`src/rtl/cla_pipe_adder.sv`:
```
// Two-stage pipelined carry-lookahead adder with valid/ready handshakes.
// Stage 1 registers bit and group generate/propagate; stage 2 resolves carries and sums.
module cla_pipe_adder #(
  parameter int WIDTH = 32,
  parameter int GROUP = 4
) (
  input  logic             clock,
  input  logic             clear,
  input  logic             in_valid,
  output logic             in_ready,
  input  logic [WIDTH-1:0] a,
  input  logic [WIDTH-1:0] b,
  input  logic             cin,
  output logic             out_valid,
  input  logic             out_ready,
  output logic [WIDTH-1:0] sum,
  output logic             cout,
  output logic             ovf
);

  localparam int NG = WIDTH / GROUP;

  logic             s1_valid;
  logic [WIDTH-1:0] g_r, p_r;
  logic [NG-1:0]    gg_r, gp_r;
  logic             cin_r;

  logic s2_adv, s1_adv, accept;

  logic [WIDTH-1:0] g_c, p_c;
  logic [NG-1:0]    gg_c, gp_c;

  logic [NG:0]      gc;
  logic [WIDTH-1:0] bc;
  logic [WIDTH-1:0] sum_c;
  logic             cout_c, ovf_c;
  logic             c_acc, prod, ci;

  assign s2_adv   = !out_valid || out_ready;
  assign s1_adv   = s1_valid && s2_adv;
  assign in_ready = !s1_valid || s2_adv;
  assign accept   = in_valid && in_ready;

  // Bit and group generate/propagate from the raw operands
  always_comb begin
    g_c  = a & b;
    p_c  = a ^ b;
    gg_c = '0;
    gp_c = '1;
    for (int j = 0; j < NG; j++) begin
      for (int k = 0; k < GROUP; k++) begin
        gg_c[j] = g_c[j*GROUP+k] | (p_c[j*GROUP+k] & gg_c[j]);
        gp_c[j] = gp_c[j] & p_c[j*GROUP+k];
      end
    end
  end

  // Each group carry is a flat sum of products over the registered G/P terms
  always_comb begin
    gc    = '0;
    bc    = '0;
    c_acc = 1'b0;
    prod  = 1'b0;
    ci    = 1'b0;
    gc[0] = cin_r;
    for (int j = 0; j < NG; j++) begin
      c_acc = 1'b0;
      for (int k = 0; k <= j; k++) begin
        prod = gg_r[k];
        for (int m = k + 1; m <= j; m++) begin
          prod = prod & gp_r[m];
        end
        c_acc = c_acc | prod;
      end
      prod = cin_r;
      for (int m = 0; m <= j; m++) begin
        prod = prod & gp_r[m];
      end
      gc[j+1] = c_acc | prod;
    end
    for (int j = 0; j < NG; j++) begin
      ci = gc[j];
      for (int k = 0; k < GROUP; k++) begin
        bc[j*GROUP+k] = ci;
        ci = g_r[j*GROUP+k] | (p_r[j*GROUP+k] & ci);
      end
    end
  end

  assign sum_c  = p_r ^ bc;
  assign cout_c = gc[NG];
  assign ovf_c  = bc[WIDTH-1] ^ cout_c;

  always_ff @(posedge clock or negedge clear) begin
    if (!clear) begin
      s1_valid  <= 1'b0;
      g_r       <= '0;
      p_r       <= '0;
      gg_r      <= '0;
      gp_r      <= '0;
      cin_r     <= 1'b0;
      out_valid <= 1'b0;
      sum       <= '0;
      cout      <= 1'b0;
      ovf       <= 1'b0;
    end else begin
      if (accept) begin
        g_r      <= g_c;
        p_r      <= p_c;
        gg_r     <= gg_c;
        gp_r     <= gp_c;
        cin_r    <= cin;
        s1_valid <= 1'b1;
      end else if (s1_adv) begin
        s1_valid <= 1'b0;
      end

      if (s1_adv) begin
        sum       <= sum_c;
        cout      <= cout_c;
        ovf       <= ovf_c;
        out_valid <= 1'b1;
      end else if (s2_adv) begin
        out_valid <= 1'b0;
      end
    end
  end

endmodule
```
`config.mk`:
```
export PLATFORM = sky130hd
export DESIGN_NAME = cla_pipe_adder
export DESIGN_NICKNAME = d
export VERILOG_FILES = /design/src/rtl/cla_pipe_adder.sv
export SDC_FILE = /design/constraint.sdc
export NUM_CORES = 1
export LEC_CHECK = 0
export BUFFER_PORTS_ARGS = -buffer_cell sky130_fd_sc_hd__buf_2
export CAP_MARGIN = 20
export CORE_MARGIN = 1
export CORE_UTILIZATION = 46
export DETAILED_ROUTE_END_ITERATION = 16
export PLACE_DENSITY = 0.71
export SLEW_MARGIN = 25
export SYNTH_ARGS = -nofsm -noshare
export SYNTH_HDL_FRONTEND = slang
export SYNTH_SLANG_ARGS = --single-unit
```
`constraint.sdc`:
```
create_clock -name clock -period 5 [get_ports clock]
set_input_delay 1 -clock clock [delete_from_list [all_inputs] [get_ports clock]]
set_output_delay 1 -clock clock [all_outputs]
set_load 0.03 [all_outputs]
```
==> summary.md, run 1 <==
| Metric | Value |
|---|---|
| Synth warn | `0` |
| Post-synth top area share | `52.1%` |
| Pleak | `3.13 nW` |
| TritonCTS Buffers | `9` |
| Clk sinks | `109` |
| Total GRT Usage | `17.3%` |
| Vias | `3321` |
| Worst path bufs/invs | `0` |
| Internal | `0.00194 W` |
| Initial core utilization | `47.7%` |
| Largest net degree at the start of global routing | `90` |
| Io pins | `105` |
| Antenna viol nets, final | `0` |
| Nets | `634` |
| Power Dens Cells | `464 mW/mm²` |
| Detailed Route WL | `9.39 mm` |
| Status | `completed` |
| Most frequent cells in the layout | `dfrtp_1, buf_2, mux2_2` |
| Worst slew pin tran | `0.842 ns` |
| Max Cap Violations | `0` |
| Vias in the first global route | `3287` |
| Combinational power share | `31.5%` |
| DR pass1 iterations | `4` |
| Delay-heaviest family, CP | `compound AO/OA/AOI/OAI gates` |
| WP data required | `5.19 ns` |
| Number of synthesized register bits | `109` |
| Core box area | `0.0110 mm²` |
| Hold_ws | `0.478 ns` |
| Die Ht | `109 µm` |
| Minimum clock period | `3.01 ns` |
| Clk pin slew, worst setup/hold paths | `0.07 ns` |
| DR iter-0 viols | `61` |
| Fin crit share | `60.1%` |
| CP max FO | `3` |
| Die Footprint | `0.0118 mm²` |
| Ant diodes | `0` |
| Clk Latency, worst-skew pair | `0.34 ns` |
| Finished Cell Area | `0.00623 mm²` |
| Fin. max-slew vios | `0` |
| CP Cell Sequence | `a41oi_2 -> o21ai_0 -> a21o_1 -> a21o_2 -> a21o_1 -> ha_1 -> or2_2 -> ha_1 -> or2_2 -> ha_1 -> nor2_1 -> xor2_1 -> o21ai_0` |
| Sw Share | `33.0%` |
| DP HPWL | `6.80 mm` |
| Cell mode on critical path | `ha_1` |
| Worst Setup End Kind | `flip-flop` |
| IO Port Bufs | `104` |
| Synth-to-layout area growth | `18.9%` |
| CTS tree | `yes` |
| Highest clock rate | `333 MHz` |
| # DRC | `0` |
| Vias per cell | `5.09` |
| Clock Skews | `0.00806 ns` |
| Post-CTS Setup Bufs | `0` |
| Setup slack after layout | `1.99 ns` |
| Largest area contributor in the netlist | `dfrtp_1` |
| First-pass GRT wire length | `15.8 mm` |
| Crit path arrival time | `3.20 ns` |
| Hold Vio Cnt, Final | `0` |
| Filler cell count | `918` |
| Setup Slack @ Placement | `1.96 ns` |
| Routed len/inst | `14.4 µm` |
| Congestion Overflow GR | `0` |
| Mapped cell area | `0.00524 mm²` |
| CTS root buffer | `clkbuf_16` |
| Area occupied by multi-input gates | `0.00247 mm²` |
| Most common cell after layout, fill and taps aside | `dfrtp_1` |
| CP Launch Type | `flip-flop` |
| Area contributors post-synth | `dfrtp_1, mux2_2, ha_1` |
| # setup viols final | `0` |
| Die Width | `109 µm` |
| FP Rows | `38` |
| CP Class | `flip-flop to flip-flop` |
| Syn avg cell area | `12.9 µm²` |
| Crit-path max cell delay | `0.41 ns` |
| Unrepaired setup endpoints after global routing | `false` |
| Register Area | `0.00273 mm²` |
| # hold bufs at CTS | `0` |
| P_sw | `0.000953 W` |
| Clock Tree Buf Depth | `2` |
| HP Class | `flip-flop to flip-flop` |
| Post-Syn Instances | `406` |
| Number of gates resized after CTS | `0` |
| Worst path slowest cell | `dfrtp_1` |
| Clock network power share | `26.4%` |
| Flop pwr share | `42.1%` |
| Sequential area share after synthesis | `52.1%` |
| Max VDD drop | `0.000278 V` |
| Number of H-tree levels | `3` |
| Share of cells above drive strength 1 | `43.4%` |
| Placed cell area | `0.00589 mm²` |
| Initial antenna violation count | `0` |
| Setup TNS | `0 ns` |
| Routability cong. | `0.787` |
| Max transition margin | `43.9%` |
| Finished Core Util | `56.7%` |
| Netlist cell types | `27` |
| Syn_nets | `531` |
cell families (layout without fill, tap and decap cells):
kind of cell,count (synthesis),in the layout,synth area share (%)
compound gates,63,63,7.43
xor+xnor,8,8,1.34
fa+ha+maj,56,56,13.4
buf+inv,15,121,1.29
flops,109,109,52.1
mux,81,81,17.4
simple gates,74,74,7.09
sequential cells by signal, summed over array words and instances (netlist names):
signal and flops:
cin_r 1, cout 1, g_r 24, gg_r 8
gp_r 8, out_valid 1, ovf 1, p_r 32
s1_valid 1, sum 32
worst register-to-register path: stages, from the launching register on:
cell     delay [ns]
dfrtp_1        0.41
a41oi_2        0.22
o21ai_0        0.16
a21o_1         0.23
a21o_2         0.22
a21o_1         0.18
ha_1           0.17
or2_2          0.30
ha_1           0.17
or2_2          0.29
ha_1           0.18
nor2_1         0.12
xor2_1         0.14
o21ai_0        0.08
routing by layer:
metal | track usage [%] | part of all wire (%)
met1 | 23.8 | 47
met2 | 28.0 | 48
met3 | 4.00 | 4.4
met4 | 3.76 | 0.60
met5 | 0 | 0
synthesized netlist by cell type:
library cell / count
a21o_2: 1
and3_4: 1
clkbuf_1: 4
ha_1: 56
inv_1: 2
a41oi_2: 1
o21bai_1: 1
buf_2: 9
xor2_1: 8
or3_1: 1
nand2_1: 30
nor3_1: 1
or2_2: 16
a211oi_1: 1
dfrtp_1: 109
nand4_1: 8
mux2_2: 81
o2111ai_1: 1
a21o_1: 20
nand2b_1: 3
or4_1: 1
a21oi_1: 12
nor2_1: 10
o21ai_0: 26
nor3_2: 1
nand3_1: 1
nand3b_1: 1
area by class of cell:
cell class / count / share of cell area [%]
Multi-Input combinational cell: 282 / 39.6
Clock buffer: 11 / 4.06
Tap cell: 140 / 2.81
Timing Repair Buffer: 105 / 8.52
Inverter: 2 / 0.121
Sequential cell: 109 / 43.8
Clock inverter: 3 / 1.10
stage by stage:
| stage | std cells | total power [W] |
|---|---|---|
| after floorplan | 406 | 0.00186 |
| after global placement | 638 | 0.00214 |
| after detailed placement | 638 | 0.00216 |
| after CTS | 652 | 0.00294 |
| after global routing | 652 | 0.00307 |
| final | 652 | 0.00289 |
worst paths after layout:
| kind | start | to | slack, ns | depth (start not counted) |
|---|---|---|---|---|
| worst max-delay path | gp_r[2]$_DFFE_PN0P_ | sum[27]$_DFFE_PN0P_ | 1.99 | 13 |
| worst min-delay path | sum[15]$_DFFE_PN0P_ | sum[15]$_DFFE_PN0P_ | 0.48 | 2 |
| worst max register to register | gp_r[2]$_DFFE_PN0P_ | sum[27]$_DFFE_PN0P_ | 1.99 | 13 |
| worst min register to register | sum[15]$_DFFE_PN0P_ | sum[15]$_DFFE_PN0P_ | 0.48 | 2 |
| max in group asynchronous | clear | g_r[26]$_DFFE_PN0P_ | 3.18 | 2 |
| min in group asynchronous | clear | sum[9]$_DFFE_PN0P_ | 0.77 | 1 |
power by group through the flow:
| stage | Sequential, W | Combinational (W) | Clock, W |
|---|---|---|---|
| 2_1_floorplan | 0.00148 | 0.000382 | 0 |
| 3_3_place_gp | 0.00123 | 0.000912 | 0 |
| 3_5_place_dp | 0.00123 | 0.000929 | 0 |
| 4_1_cts | 0.00122 | 0.000931 | 0.000786 |
| 5_1_grt | 0.00125 | 0.00100 | 0.000817 |
| 6_report | 0.00122 | 0.000912 | 0.000763 |
(Power assumes the default switching activity.)
==> inputs of run 2 (changes only) <==
--- a/config.mk
+++ b/config.mk
@@ -5,12 +5,13 @@
 export SDC_FILE = /design/constraint.sdc
 export NUM_CORES = 1
 export LEC_CHECK = 0
+export ABC_AREA = 1
 export BUFFER_PORTS_ARGS = -buffer_cell sky130_fd_sc_hd__buf_2
 export CAP_MARGIN = 20
 export CORE_MARGIN = 1
 export CORE_UTILIZATION = 46
 export DETAILED_ROUTE_END_ITERATION = 16
-export PLACE_DENSITY = 0.71
+export PLACE_DENSITY = 0.73
 export SLEW_MARGIN = 25
 export SYNTH_ARGS = -nofsm -noshare
 export SYNTH_HDL_FRONTEND = slang
==> constraint.sdc (replaced) <==
create_clock -name clock -period 2.7 [get_ports clock]
set_input_delay 0.54 -clock clock [delete_from_list [all_inputs] [get_ports clock]]
set_output_delay 0.54 -clock clock [all_outputs]
set_load 0.03 [all_outputs]
==> summary.md, run 2 <==
| Metric | Value |
|---|---|
| Status | `completed` |
| Detailed Route WL | `11.3 mm (+20%)` |
| Post-Syn Instances | `585 (+44%)` |
| Mapped cell area | `0.00527 mm² (+0.57%)` |
| Initial core utilization | `48.0% (+0.27 points)` |
| Worst Setup End Kind | `flip-flop` |
| Ys async rst share | `100% (unchanged)` |
| Ant diodes | `0 (unchanged)` |
| Cell with the most instances after synthesis | `nand2_1` |
| Most used DFF post-synth | `dfrtp_1` |
| Filler cell count | `976 (+6.3%)` |
| HP Class | `input pin to asynchronous set/reset pin` |
| GR Util met1 | `26.4% (+2.6 points)` |
| Most frequent cells in the layout | `nand2_1, dfrtp_1, buf_2` |
| Max transition margin | `54.0% (+10 points)` |
| Syn avg cell area | `9.01 µm² (-30%)` |
| Reg2reg end | `sum[11]$_DFFE_PN0P_` |
| Fin. max-slew vios | `0 (unchanged)` |
| Share of cells above drive strength 1 | `23.1% (-20 points)` |
| Minimum clock period | `2.56 ns (-0.449 ns)` |
| Area occupied by multi-input gates | `0.00235 mm² (-4.8%)` |
| R2R Setup Slk | `0.14 ns (-1.85 ns)` |
| Die Width | `109 µm (+0.28%)` |
| Hold_ws | `0.230 ns (-0.248 ns)` |
| Setup TNS | `0 ns (unchanged)` |
| Die Ht | `109 µm (+0.28%)` |
| CP Launch Type | `flip-flop` |
| Clk pin slew, worst setup/hold paths | `0.07 ns (about the same)` |
| First-pass GRT wire length | `18.5 mm (+17%)` |
| Syn_nets | `710 (+34%)` |
| Number of synthesized register bits | `109 (unchanged)` |
| Nets | `813 (+28%)` |
| Clk sinks | `109 (unchanged)` |
| Crit path arrival time | `2.77 ns (-0.43 ns)` |
| Delay-heaviest family, CP | `simple AND/OR/NAND/NOR gates` |
| Max VDD drop | `0.000562 V (+100%)` |
| Number of H-tree levels | `3 (unchanged)` |
| Routability cong. | `0.780 (-0.85%)` |
| Die Footprint | `0.0119 mm² (+0.56%)` |
| Largest net degree at the start of global routing | `92 (+2.2%)` |
| CTS tree | `yes` |
| Register Area | `0.00273 mm² (unchanged)` |
| Top Registers | `p_r (32), sum (32), g_r (24)` |
| FP Rows | `38 (unchanged)` |
| Cell mode on critical path | `ha_1` |
| CP max FO | `3 (unchanged)` |
| Vias in the first global route | `4126 (+26%)` |
| Total GRT Usage | `20.1% (+2.8 points)` |
| Final std cells w/o fill | `833 (+28%)` |
| Area contributors post-synth | `dfrtp_1, nand2_1, ha_1` |
| Total power draw | `0.00521 W (+80%)` |
| Core box area | `0.0110 mm² (unchanged)` |
| Synth warn | `0 (unchanged)` |
| Vias per cell | `5.05 (-0.78%)` |
| DR pass1 iterations | `4 (unchanged)` |
| EDFF count, synth | `0 (unchanged)` |
| IO Port Bufs | `104 (unchanged)` |
| DR iter-0 viols | `145 (+140%)` |
| Global routing's busiest layer | `met2` |
| # DRC | `0 (unchanged)` |
| Clock Skews | `0.00860 ns (+0.000539 ns)` |
| Initial antenna violation count | `0 (unchanged)` |
| Netlist cell types | `25 (-7.4%)` |
| CP Cell Sequence | `nand2_2 -> nor2_2 -> or3b_2 -> ha_1 -> or2_2 -> ha_1 -> or2_2 -> ha_1 -> nor2_1 -> xor2_1 -> o21ai_0` |
| TritonCTS Buffers | `9 (unchanged)` |
| R2r startpoint | `cin_r$_DFFE_PN0P_` |
| Pleak | `3.51 nW (+12%)` |
| WP data required | `2.92 ns (-2.27 ns)` |
| Routed len/inst | `13.6 µm (-5.9%)` |
| Worst path bufs/invs | `0 (unchanged)` |
| Hold Vio Cnt, Final | `0 (unchanged)` |
| Max Cap Violations | `0 (unchanged)` |
| Power Dens Cells | `829 mW/mm² (+79%)` |
| Met3 usage | `2.69% (-1.3 points)` |
| Clock Tree Buf Depth | `2 (unchanged)` |
| Antenna viol nets, final | `0 (unchanged)` |
| Io pins | `105 (unchanged)` |
| DP HPWL | `8.05 mm (+18%)` |
| Most common cell after layout, fill and taps aside | `nand2_1` |
| # hold bufs at CTS | `0 (unchanged)` |
| Largest area contributor in the netlist | `dfrtp_1` |
| Post-synth top area share | `51.8% (-0.30 points)` |
| Finished Core Util | `57.2% (+0.47 points)` |
| Vias | `4210 (+27%)` |
| Synth-to-layout area growth | `19.2%` |
| Fin crit share | `94.7% (+35 points)` |
| Clk Latency, worst-skew pair | `0.34 ns (about the same)` |
| Worst path slowest cell | `or3b_2` |
| Congestion Overflow GR | `0 (unchanged)` |
| Highest clock rate | `391 MHz (+18%)` |
| GR met2 Demand/Resource | `34.0% (+6.0 points)` |
| Worst slew pin tran | `0.691 ns (-0.151 ns)` |
| Sequential area share after synthesis | `51.8% (-0.30 points)` |
| Crit-path max cell delay | `0.44 ns (+0.03 ns)` |
| CTS root buffer | `clkbuf_16` |
| Register-to-Register Path Depth | `11 (-2)` |
| Unrepaired setup endpoints after global routing | `false` |
| # setup viols final | `0 (unchanged)` |
| Dpl cells | `814 (+28%)` |
| Commonest cells in the synthesized netlist | `nand2_1, dfrtp_1, ha_1` |
| CP Class | `flip-flop to flip-flop` |
## run 2: timing repair
action                                  CTS  global route
resized for setup                         0            10
setup buffers                             0             3
endpoints found under the setup margin    0             2
## run 2: worst max path at each step
| stage | start | cells past startpoint | end |
|---|---|---|---|
| 2_1_floorplan | cin_r$_DFFE_PN0P_ | 11 | sum[11]$_DFFE_PN0P_ |
| 3_3_place_gp | cin_r$_DFFE_PN0P_ | 18 | ovf$_DFFE_PN0P_ |
| 3_5_place_dp | cin_r$_DFFE_PN0P_ | 18 | ovf$_DFFE_PN0P_ |
| 4_1_cts | cin_r$_DFFE_PN0P_ | 18 | ovf$_DFFE_PN0P_ |
| 5_1_grt | gg_r[1]$_DFFE_PN0P_ | 18 | ovf$_DFFE_PN0P_ |
| 6_report | cin_r$_DFFE_PN0P_ | 11 | sum[11]$_DFFE_PN0P_ |
## run 2: cell type report
type	instances	share of cell area, %
clock buffer	9	3.59
clock inverter	7	1.06
inverter	29	1.73
multi-input combinational	426	37.4
sequential	109	43.4
tap	140	2.79
timing repair buffer	113	10.0
## run 2: cell families after synthesis
kind of cell | count (synthesis) | share of synthesized area [%]
flip-flops | 109 | 51.8
AND/OR/NAND/NOR | 295 | 22.4
adder cells (fa/ha/maj) | 56 | 13.3
buffers and inverters | 50 | 4.32
XOR/XNOR | 8 | 1.33
AO/OA/AOI/OAI | 67 | 6.84
## run 2: report_power, final
part / switching [W] / total [W] / internal (W)
Clock: 0.000583 / 0.00130 / 0.000715
Sequential: 0.000225 / 0.00224 / 0.00202
Combinational: 0.00111 / 0.00167 / 0.000561
Total: 0.00192 / 0.00521 / 0.00329
## run 2: metrics by stage
stage                     setup WS [ns]  area [µm²]
after floorplan                   0.254        5270
after global placement            0.145        5930
after detailed placement         0.0937        5930
after CTS                        0.0801        6220
after global routing           0.000877        6280
final                             0.143        6280
## run 2: per-layer routing
| metal | up-vias | wire, µm | part of all wire [%] |
|---|---|---|---|
| li1 | 2084 | - | - |
| met1 | 2011 | 5040 | 45 |
| met2 | 101 | 5680 | 50 |
| met3 | 14 | 428 | 3.8 |
| met4 | 0 | 157 | 1.4 |
| met5 | - | 0 | 0 |
